File: src/rtl/inv_mix_columns_seq.sv
// rtl/inv_mix_columns_seq.sv - AES InvMixColumns, one column per cycle through a shared datapath
module inv_mix_columns_seq (
  input  logic         clk,
  input  logic         rst,
  input  logic         in_valid,
  output logic         in_ready,
  input  logic [127:0] in_state,
  output logic         out_valid,
  input  logic         out_ready,
  output logic [127:0] out_state
);

  typedef enum logic [1:0] {IDLE, BUSY, DONE} state_t;

  state_t        state;
  logic [1:0]    cnt;
  logic [127:0]  work;
  logic [31:0]   col_in;
  logic [31:0]   col_out;
  logic          accept;

  function automatic logic [7:0] xt(input logic [7:0] b);
    return {b[6:0], 1'b0} ^ (b[7] ? 8'h1b : 8'h00);
  endfunction

  function automatic logic [7:0] m9(input logic [7:0] b);
    return xt(xt(xt(b))) ^ b;
  endfunction

  function automatic logic [7:0] mb(input logic [7:0] b);
    return xt(xt(xt(b))) ^ xt(b) ^ b;
  endfunction

  function automatic logic [7:0] md(input logic [7:0] b);
    return xt(xt(xt(b))) ^ xt(xt(b)) ^ b;
  endfunction

  function automatic logic [7:0] me(input logic [7:0] b);
    return xt(xt(xt(b))) ^ xt(xt(b)) ^ xt(b);
  endfunction

  function automatic logic [31:0] inv_col(input logic [31:0] c);
    logic [7:0] a0, a1, a2, a3;
    a0 = c[31:24];
    a1 = c[23:16];
    a2 = c[15:8];
    a3 = c[7:0];
    return {me(a0) ^ mb(a1) ^ md(a2) ^ m9(a3),
            m9(a0) ^ me(a1) ^ mb(a2) ^ md(a3),
            md(a0) ^ m9(a1) ^ me(a2) ^ mb(a3),
            mb(a0) ^ md(a1) ^ m9(a2) ^ me(a3)};
  endfunction

  always_comb begin
    col_in = work[127:96];
    case (cnt)
      2'd0: col_in = work[127:96];
      2'd1: col_in = work[95:64];
      2'd2: col_in = work[63:32];
      2'd3: col_in = work[31:0];
      default: col_in = work[127:96];
    endcase
  end

  assign col_out   = inv_col(col_in);
  assign in_ready  = (state == IDLE) || ((state == DONE) && out_ready);
  assign accept    = in_valid && in_ready;
  assign out_state = work;

  always_ff @(posedge clk) begin
    if (rst) begin
      state     <= IDLE;
      cnt       <= 2'd0;
      work      <= '0;
      out_valid <= 1'b0;
    end else begin
      case (state)
        IDLE: begin
          if (accept) begin
            work  <= in_state;
            cnt   <= 2'd0;
            state <= BUSY;
          end
        end
        BUSY: begin
          case (cnt)
            2'd0: work[127:96] <= col_out;
            2'd1: work[95:64]  <= col_out;
            2'd2: work[63:32]  <= col_out;
            2'd3: work[31:0]   <= col_out;
            default: work[127:96] <= col_out;
          endcase
          // cnt parks at 3 in DONE; only a fresh capture clears it
          if (cnt == 2'd3) begin
            state     <= DONE;
            out_valid <= 1'b1;
          end else begin
            cnt <= cnt + 2'd1;
          end
        end
        DONE: begin
          if (out_ready) begin
            out_valid <= 1'b0;
            if (in_valid) begin
              work  <= in_state;
              cnt   <= 2'd0;
              state <= BUSY;
            end else begin
              state <= IDLE;
            end
          end
        end
        default: begin
          state     <= IDLE;
          out_valid <= 1'b0;
        end
      endcase
    end
  end

endmodule

File: config.mk
export PLATFORM = sky130hd
export DESIGN_NAME = inv_mix_columns_seq
export DESIGN_NICKNAME = d
export VERILOG_FILES = /design/src/rtl/inv_mix_columns_seq.sv
export SDC_FILE = /design/constraint.sdc
export NUM_CORES = 1
export LEC_CHECK = 0
export CAP_MARGIN = 10
export CORE_ASPECT_RATIO = 0.9
export CORE_UTILIZATION = 34
export DETAILED_ROUTE_END_ITERATION = 7
export HOLD_SLACK_MARGIN = 0.05
export PLACE_DENSITY_LB_ADDON = 0.15
export SYNTH_ARGS = -nofsm -noshare
export SYNTH_HDL_FRONTEND = slang
export SYNTH_SLANG_ARGS = --single-unit
File: constraint.sdc
create_clock -name clk -period 6.9 [get_ports clk]
set_input_delay 1.38 -clock clk [delete_from_list [all_inputs] [get_ports clk]]
set_output_delay 1.38 -clock clk [all_outputs]
set_load 0.02 [all_outputs]
**After elaboration in Yosys (flattened, before gate mapping)**

Cells that the tools add are included.

- Flip-flop bits (word level): 133
- Output and inout port bits: 130
- Word-level logic and storage cells: 117

- $add $sub $neg: 1
- Equality and inequality tests: 13
- Muxes and demuxes: 34
- Bitwise operators: 49
- Reductions and logical operators: 13

Operators with widths:

| kind | number |
|---|---|
| 2-to-1 mux 128 bit | 3 |
| case mux 128 bit (3 select lines) | 1 |
| bitwise XOR 8 bit | 38 |
| 2-to-1 mux 32 bit | 4 |
| case mux 32 bit (4 select lines) | 1 |
| bitwise XOR 8 x 5 -> 8 bit | 10 |
| 2-to-1 mux 5 bit | 12 |
| AND reduction 5 bit | 5 |
| 2-to-1 mux 2 bit | 7 |
| case mux 2 bit (3 select lines) | 2 |
| inequality test 2 bit (second input constant) | 5 |
| == test 2 bit (second input constant) | 3 |
| inequality test 2 x 1 -> 1 bit (second input constant) | 3 |
| AND reduction 3 bit | 2 |
| == test 2 x 1 -> 1 bit (second input constant) | 2 |
| logical NOT 2 bit | 2 |
| 2-to-1 mux 1 bit | 3 |
| case mux 1 bit (3 select lines) | 1 |
| nonzero test 3 bit | 1 |
| adder 2 x 1 -> 2 bit (second input constant) | 1 |
| logical AND 1 bit | 2 |
| logical OR 1 bit | 1 |
| NOT 1 bit | 1 |

**Logic depth before layout (Yosys ltp)**

Gate-level depths: netlist of the first run.

- Depth after elaboration: 15
- Depth in mapped cells: 14
- Depth with buffers taken out: 10

**Worst setup path before layout of the first run**

Ideal clock, no wire load.

- Path type: reg2reg
- Start: register cnt[1]
- End: register work[21] (netlist: out_state[21])
- Arrival: 3104 ps
- Data required time: 6761 ps
- Path slack: 3657 ps
- Stages on the path, launching flop included: 12
- Clock period less this slack: 3243 ps
- Cells stage by stage: dfxtp_1 -> inv_1 -> ha_1 -> buf_6 -> a222oi_1 -> xor2_1 -> a21oi_2 -> xnor3_2 -> xor2_2 -> nor3b_2 -> nor4_2 -> a211oi_1

- Longest elaborated chain between the ends: 13
- Elaborated cells between the ends (all ways): 39

RTL lines:

| element | RTL line | RTL |
|---|---|---|
| from (decl) | 16 | `logic [1:0] cnt;` |
| from (signal assigned) | 98 | `cnt <= cnt + 2'd1;` |
| == test 2 bit (tied with other cells) | 56, 86 |  |
| case mux 32 bit (4 select lines) | 56 | `case (cnt)` |
| 2-to-1 mux 5 bit / bitwise XOR 8 x 5 -> 8 bit (equally long branches) | 23 | `return {b[6:0], 1'b0} ^ (b[7] ? 8'h1b : 8'h00);` |
| bitwise XOR 8 x 5 -> 8 bit / 2-to-1 mux 5 bit (equally long branches) | 23 |  |
| bitwise XOR 8 bit | 23 |  |
| bitwise XOR 8 x 5 -> 8 bit | 23 |  |
| bitwise XOR 8 bit (2 in a row) | 39 | `return xt(xt(xt(b))) ^ xt(xt(b)) ^ xt(b);` |
| bitwise XOR 8 bit (3 in a row) | 49 | `m9(a0) ^ me(a1) ^ mb(a2) ^ md(a3),` |
| 2-to-1 mux 32 bit | 86 | `case (cnt)` |
| case mux 128 bit (3 select lines) | 77 | `case (state)` |
| to (signal assigned) | 80 | `work <= in_state;` |
| to (signal assigned) | 90 | `2'd3: work[31:0] <= col_out;` |
| to (signal assigned) | 105 | `work <= in_state;` |
| to (decl) | 17 | `logic [127:0] work;` |

Several ways; a longest one is shown, not always the timed one. The select of a mux whose other input is x is not followed.
A chain may end at the register's enable or synchronous reset.

**Worst setup path after layout of the first run**

- Start: register cnt[0]
- End: register work[19] (netlist: out_state[19])

- Longest elaborated chain between the ends: 13
- Elaborated cells between the ends (all ways): 41

RTL lines:

| element | RTL line |
|---|---|
| == test 2 bit (tied with other cells) | 56, 86 |
| case mux 32 bit (4 select lines) | 56 |
| 2-to-1 mux 5 bit / bitwise XOR 8 x 5 -> 8 bit (equally long branches) | 23 |
| bitwise XOR 8 x 5 -> 8 bit / bitwise XOR 8 bit (equally long branches) | 23 |
| bitwise XOR 8 bit / 2-to-1 mux 5 bit (equally long branches) | 23 |
| bitwise XOR 8 x 5 -> 8 bit | 23 |
| bitwise XOR 8 bit (2 in a row) | 39 |
| bitwise XOR 8 bit (3 in a row) | 49 |
| 2-to-1 mux 32 bit | 86 |
| case mux 128 bit (3 select lines) | 77 |

Several ways; a longest one is shown, not always the timed one. The select of a mux whose other input is x is not followed.

==> metrics.md, run 1 <==
| Metric | Value |
|---|---|
| Status | complete, no violations |
| Drt wl/cell | between 20 and 25 um |
| Synth Flop Type | dfxtp_1 |
| DRT iter0 DRCs | 857 |
| Syn-to-layout area delta | 38.4% |
| Synthesis Warnings | 0 |
| Initial antenna violation count | 2 |
| DR DRC count | 0 |
| Post-layout instance area | 12000 um2 |
| DP Wirelength | 28300 um |
| Total gr overflow | 0 |
| Final nets | approximately 1400 |
| Mean Syn Cell Area | around 8.6 um2 |
| Count leader, synth | a21oi_1 |
| Leakage | approximately 4.4 nW |
| Worst Path Required | 7.25 ns |
| RSZ-0062 raised after global routing | false |
| Placed Area | around 11000 um2 |
| GP Congestion | slightly above 1 |
| Logic pwr share | ~71% |
| Die Wd | approximately 170 um |
| Met2 usage | a little over two fifths |
| Met1 usage | around two fifths |
| Routed Antenna Nets | 0 |
| Synth top area share | 30.6% |
| IO Count | ~260 |
| Flop and latch count out of synthesis | roughly 130 |
| Worst Path Arrival | roughly 4.9 ns |
| Hold crit path type | reg2reg |
| Slew HR | a little over a tenth |
| Max Slew Vio Count | 0 |
| CP Max Fanout | 33 |
| Setup crit end kind | flip-flop |
| Max Root-Sink Buffers | 2 |
| Register area share after synthesis | between 30% and 40% |
| Hold-fix buffers, CTS | 0 |
| Syn Inst Count | approximately 1000 |
| Peak VDD IR | between 200 and 300 uV |
| Vias after detailed routing | 8964 |
| Synth Cell Area | 8700 um2 |
| # resized after CTS | 0 |
| Largest net degree at the start of global routing | 71 |
| Synth async-reset ratio | 0% |
| Register Area | ~2700 um2 |
| Critical path's slowest cell | a222oi_1 |
| CTS root buffer | clkbuf_16 |
| Die Y | between 150 and 200 um |
| Reg power frac | 16.3% |
| Final hold violations | 0 |
| Die area | about 26000 um2 |
| Pre-antenna DRT Iters | 6 |
| Mapped Nets | around 1100 |
| Total power | around 7.4 mW |
| Setup Skew | roughly 0.013 ns |
| GRT Total Usage | between 20 and 30% |
| Top cells by area, synth | dfxtp_1, a21oi_1, xnor2_1 |
| PwrDens | between 600 and 700 nW/um2 |
| Final Cycle Share | approximately 65% |
| Dominant cell type by area after synthesis | dfxtp_1 |
| Internal power | between 3 and 4 mW |
| Kind of cell adding the most delay to the critical path | XOR/XNOR gates |
| Number of setup buffers added after CTS | 0 |
| CTS Buf Count | 17 |
| Worst skew pair latency | approximately 0.43 ns |
| CP Cell Sequence | inv_1, ha_1, buf_4, a222oi_1, a21oi_2, xnor2_1, xnor2_1, xnor3_1, xnor3_1, nand2_1, a211oi_2 |
| CORE AREA | roughly 25000 um2 |
| Minimum clock period | about 4.5 ns |
| Clock transition at path regs | around 0.06 ns |
| Max Cap Viol | 0 |
| Setup WS pre-CTS | ~2.5 ns |
| TritonCTS clock tree | yes |
| CTS Sinks | approximately 130 |
| Worst-margin pin slew | roughly 1.3 ns |
| Vias in the first global route | 8680 |
| Endpoints failing setup | 0 |
| GRT met3 Usage | ~8.9% |
| Buf/Inv on CP | 2 |
| First-pass GRT wire length | 55900 um |
| I/O Buffers | between 200 and 300 |
| Worst setup SP type | flip-flop |
| Switch Pwr | ~3.4 mW |
| Initial core utilization | roughly a third |
| Distinct cells, synth | between 50 and 60 |
| Part of the power in the clock network | around an eighth |
| Setup slack after layout | roughly 2.4 ns |
| Post-Route WL | about 38000 um |
| GRT busiest layer | met2 |
| Synth top cells by count | a21oi_1, dfxtp_1, xnor2_1, o21ai_0, nor2_1 |
| CP peak stage delay | 1.05 ns |
| Switching Share | 46.0% |
| Share of cells above drive strength 1 | 7.19% |
| Area of the multi-input gates | about 5600 um2 |
| Setup TNS | 0 ns |
| Fillers | approximately 2400 |
| Num rows | 55 |
| Number of synthesized flops with an enable pin | 0 |
| WS Path Type | reg2reg |
| CTS H-tree lvls | 4 |
| Fmax | between 200 and 250 MHz |
| Drt via density | 5.67 |
==> layer usage <==
layer	vias up	wire (um)
li1	4062	-
met4	0	965
met2	474	17100
met1	4371	16500
met3	57	3860
met5	-	0
==> layout by cell type (no fill, tap or decap), types with 15 or more instances in the layout <==
cell type / netlist / final
clkdlybuf4s50_1: 0 / 260
a21oi_1: 233 / 232
dfxtp_1: 133 / 133
xnor2_1: 123 / 123
o21ai_0: 93 / 90
nor2_1: 72 / 72
xor2_1: 42 / 42
a222oi_1: 32 / 32
nand2_1: 29 / 29
a211oi_1: 29 / 29
nor2b_1: 28 / 27
xnor3_1: 25 / 25
clkbuf_16: 0 / 17
a21oi_2: 16 / 16
buf_4: 1 / 15
==> stage by stage <==
step           cells  util, %  hold slack (ns)
2_1_floorplan   1013        -            0.518
4_1_cts         1579     48.0            0.490
5_1_grt         1580     48.0            0.531
3_5_place_dp    1548     45.5            0.480
6_report        1580     48.0            0.489
3_3_place_gp    1548     45.5            0.484
==> final cells by class <==
type | instances | area share [%]
timing repair buffer | 276 | 22.6
multi-input combinational | 790 | 46.4
tap | 342 | 3.55
inverter | 7 | 0.228
clock inverter | 12 | 1.38
sequential | 133 | 22.1
antenna | 1 | 0.0208
clock buffer | 19 | 3.76
==> state kept, by name, summed over array words and instances (netlist names) <==
signal and count:
out_valid 1, cnt 2, state 2, out_state 128
==> worst paths after layout <==
check                start       endpoint  slack (ns)  cells after the start
max                 cnt[0]  out_state[19]        2.39                     11
min          out_state[25]  out_state[25]        0.49                      2
max reg2reg         cnt[0]  out_state[19]        2.39                     11
min reg2reg  out_state[25]  out_state[25]        0.49                      2
==> logic make-up after synthesis <==
logic type	count (synthesis)	share of synthesized area [%]
multiplexers	5	0.575
flip-flops	133	30.6
AND/OR/NAND/NOR	155	8.57
buffers and inverters	90	5.65
XOR/XNOR	197	24.8
AO/OA/AOI/OAI	429	29.3
adder cells (fa/ha/maj)	4	0.575
==> worst register-to-register path: cells and delay by family (launching register included) <==
family	cells	cell delay, ns
compound gates	3	1.59
xor+xnor	4	1.67
fa+ha+maj	1	0.19
buf+inv	2	0.34
flops	1	0.40
simple gates	1	0.23
==> power by group through the flow <==
stage	clock network (mW)	registers [mW]	logic, mW
after floorplan	0	1.37	3.33
after global placement	0	1.21	5.09
after detailed placement	0	1.21	5.09
after CTS	0.976	1.19	5.12
after global routing	1.01	1.22	5.43
final	0.971	1.20	5.20
No activity file was read; power rests on OpenSTA's default activity.
==> run 2, diff against run 1 <==
Clock period 6.9 ns to 3.9 ns, I/O delays scaled along.
==> metrics.md, run 2 (synthesis results as in run 1) <==
| Metric | Value |
|---|---|
| Final nets | between 1000 and 1500 |
| CTS Sinks | between 100 and 150 |
| Setup crit end kind | flip-flop |
| I/O Buffers | 261 |
| Minimum clock period | just under 4 ns |
| Worst setup SP type | flip-flop |
| CTS H-tree lvls | 4 |
| Peak VDD IR | 475 uV |
| First-pass GRT wire length | 57200 um |
| Setup slack after layout | -0.00271 ns |
| DR DRC count | 2 |
| CTS root buffer | clkbuf_16 |
| Max Root-Sink Buffers | 2 |
| Worst Path Arrival | 4.18 ns |
| Post-layout instance area | ~13000 um2 |
| CTS Buf Count | 17 |
| Hold crit path type | reg2reg |
| GP Congestion | just under 1 |
| Drt via density | approximately 5.6 |
| Pre-antenna DRT Iters | 8 |
| Worst-margin pin slew | 1.21 ns |
| Commonest non-fill, non-tap cell in the layout | clkdlybuf4s50_1 |
| Drt wl/cell | 23.7 um |
| Critical path's slowest cell | a222oi_1 |
| PwrDens | 1090 nW/um2 |
| CP startpoint | cnt[0] |
| Failing checks | design-rule violations, negative setup slack |
| DP Wirelength | between 20000 and 30000 um |
| Initial antenna violation count | 1 |
| Max FFs per register | approximately 130 |
| Reg2reg start | cnt[0] |
| Largest net degree at the start of global routing | just under 70 |
| Slew HR | between 10% and 20% |
| TritonCTS clock tree | yes |
| CP Max Fanout | 13 |
| CP Cell Sequence | inv_1, ha_1, buf_4, a222oi_1, buf_4, a21oi_2, xnor2_1, xor2_1, xor2_1, xnor3_1, nand2_1, a211oi_1 |
| Initial core utilization | between 30% and 40% |
| Vias in the first global route | 8823 |
| Max Cap Viol | 0 |
| Die Wd | around 170 um |
| Placed Area | ~12000 um2 |
| Num rows | 55 |
| Fmax | 256 MHz |
| Setup TNS | -0.00271 ns |
| Die Y | around 150 um |
| CORE AREA | 25100 um2 |
| GRT Total Usage | ~30% |
| Total power | ~14 mW |
| Clock transition at path regs | approximately 0.060 ns |
| Routed Antenna Nets | 0 |
| Syn-to-layout area delta | 44.7% |
| CP peak stage delay | 0.74 ns |
| Final Cycle Share | 100% |
| Hold-fix buffers, CTS | 0 |
| Post-Route WL | a little under 40000 um |
| Final hold violations | 0 |
| Hold_sp | out_state[78] |
| Setup Skew | ~0.024 ns |
| IO Count | 262 |
| Diode count | 0 |
| Leakage | 4.67 nW |
| Status | finished, violations left |
| Vias after detailed routing | 9202 |
| Share of cells above drive strength 1 | around an eighth |
| Setup WS pre-CTS | 0.0666 ns |
| Die area | approximately 26000 um2 |
| Hold Slack | between 0.5 and 0.6 ns |
| Endpoints failing setup | 1 |
| WS Path Type | reg2reg |
| Worst skew pair latency | 0.44 ns |
| Worst Path Required | 4.17 ns |
| Total gr overflow | 0 |
| RSZ-0062 raised after global routing | false |
| Max Slew Vio Count | 0 |
| DRT iter0 DRCs | about 1100 |
| Commonest non-fill, non-tap cells in the layout | clkdlybuf4s50_1, a21oi_1, dfxtp_1, xnor2_1, o21ai_0 |
| Fillers | around 2400 |
-- run 2: cell types whose count changed in the layout (fill, tap and decap cells not counted), moves of 2 or more --
cell	previous run	this run
buf_12	0	4
clkbuf_1	0	2
clkinvlp_4	1	3
clkbuf_8	2	0
buf_4	15	81
-- run 2: worst max-delay path, delay by kind of cell, from the launching register on --
family / cells / cell delay, ns
fa+ha+maj: 1 / 0.22
flops: 1 / 0.40
xor+xnor: 4 / 1.43
compound gates: 3 / 0.97
buf+inv: 3 / 0.53
simple gates: 1 / 0.18
-- run 2: layout make-up --
type	instances	area (um2)	share of cell area, %
clock buffers	19	433	3.44
clock inverters	13	149	1.18
inverters	7	27.5	0.218
multi-input cells	790	5600	44.5
flip-flops and latches	133	2660	21.1
well taps	342	428	3.40
repair buffers	346	3300	26.2
-- run 2: metrics by stage --
| stage | utilization, % | cells |
|---|---|---|
| after floorplan | - | 1013 |
| final | 50.2 | 1650 |
| after CTS | 50.1 | 1650 |
| after global routing | 50.2 | 1650 |
| after global placement | 47.8 | 1618 |
| after detailed placement | 47.8 | 1618 |
-- run 2: per-layer routing --
layer  GRT usage, %  part of all wire (%)  vias up
met2           45.3                    45      526
met3           5.95                   9.4       58
met5              0                 0.033        -
met1           42.0                    43     4422
li1               -                     -     4194
met4           8.79                   2.2        2
-- run 2: final timing paths --
path | end | slack [ns] | cells past startpoint
setup / recovery | out_state[27] | -0.003 | 12
hold / removal | out_state[78] | 0.51 | 2
setup reg to reg | out_state[27] | -0.003 | 12
hold reg to reg | out_state[78] | 0.51 | 2
-- run 2: what timing repair did --
action	CTS	global route
setup endpoints to repair	0	9
setup buffers	0	0
resized for setup	0	2
-- run 2: where the power goes --
part / leakage (nW) / switching (mW) / total [mW] / internal [mW]
Combinational: 3.30 / 5.11 / 9.93 / 4.82
Clock: 0.275 / 0.672 / 1.62 / 0.951
Sequential: 1.10 / 0.427 / 2.15 / 1.72
Total: 4.67 / 6.21 / 13.7 / 7.50
==> run 3, diff against run 2 <==
Settings changed: SKIP_CTS_REPAIR_TIMING from default to 1.
==> results of run 3 <==
Final layout, timing and power as in run 2 (identical DEF).
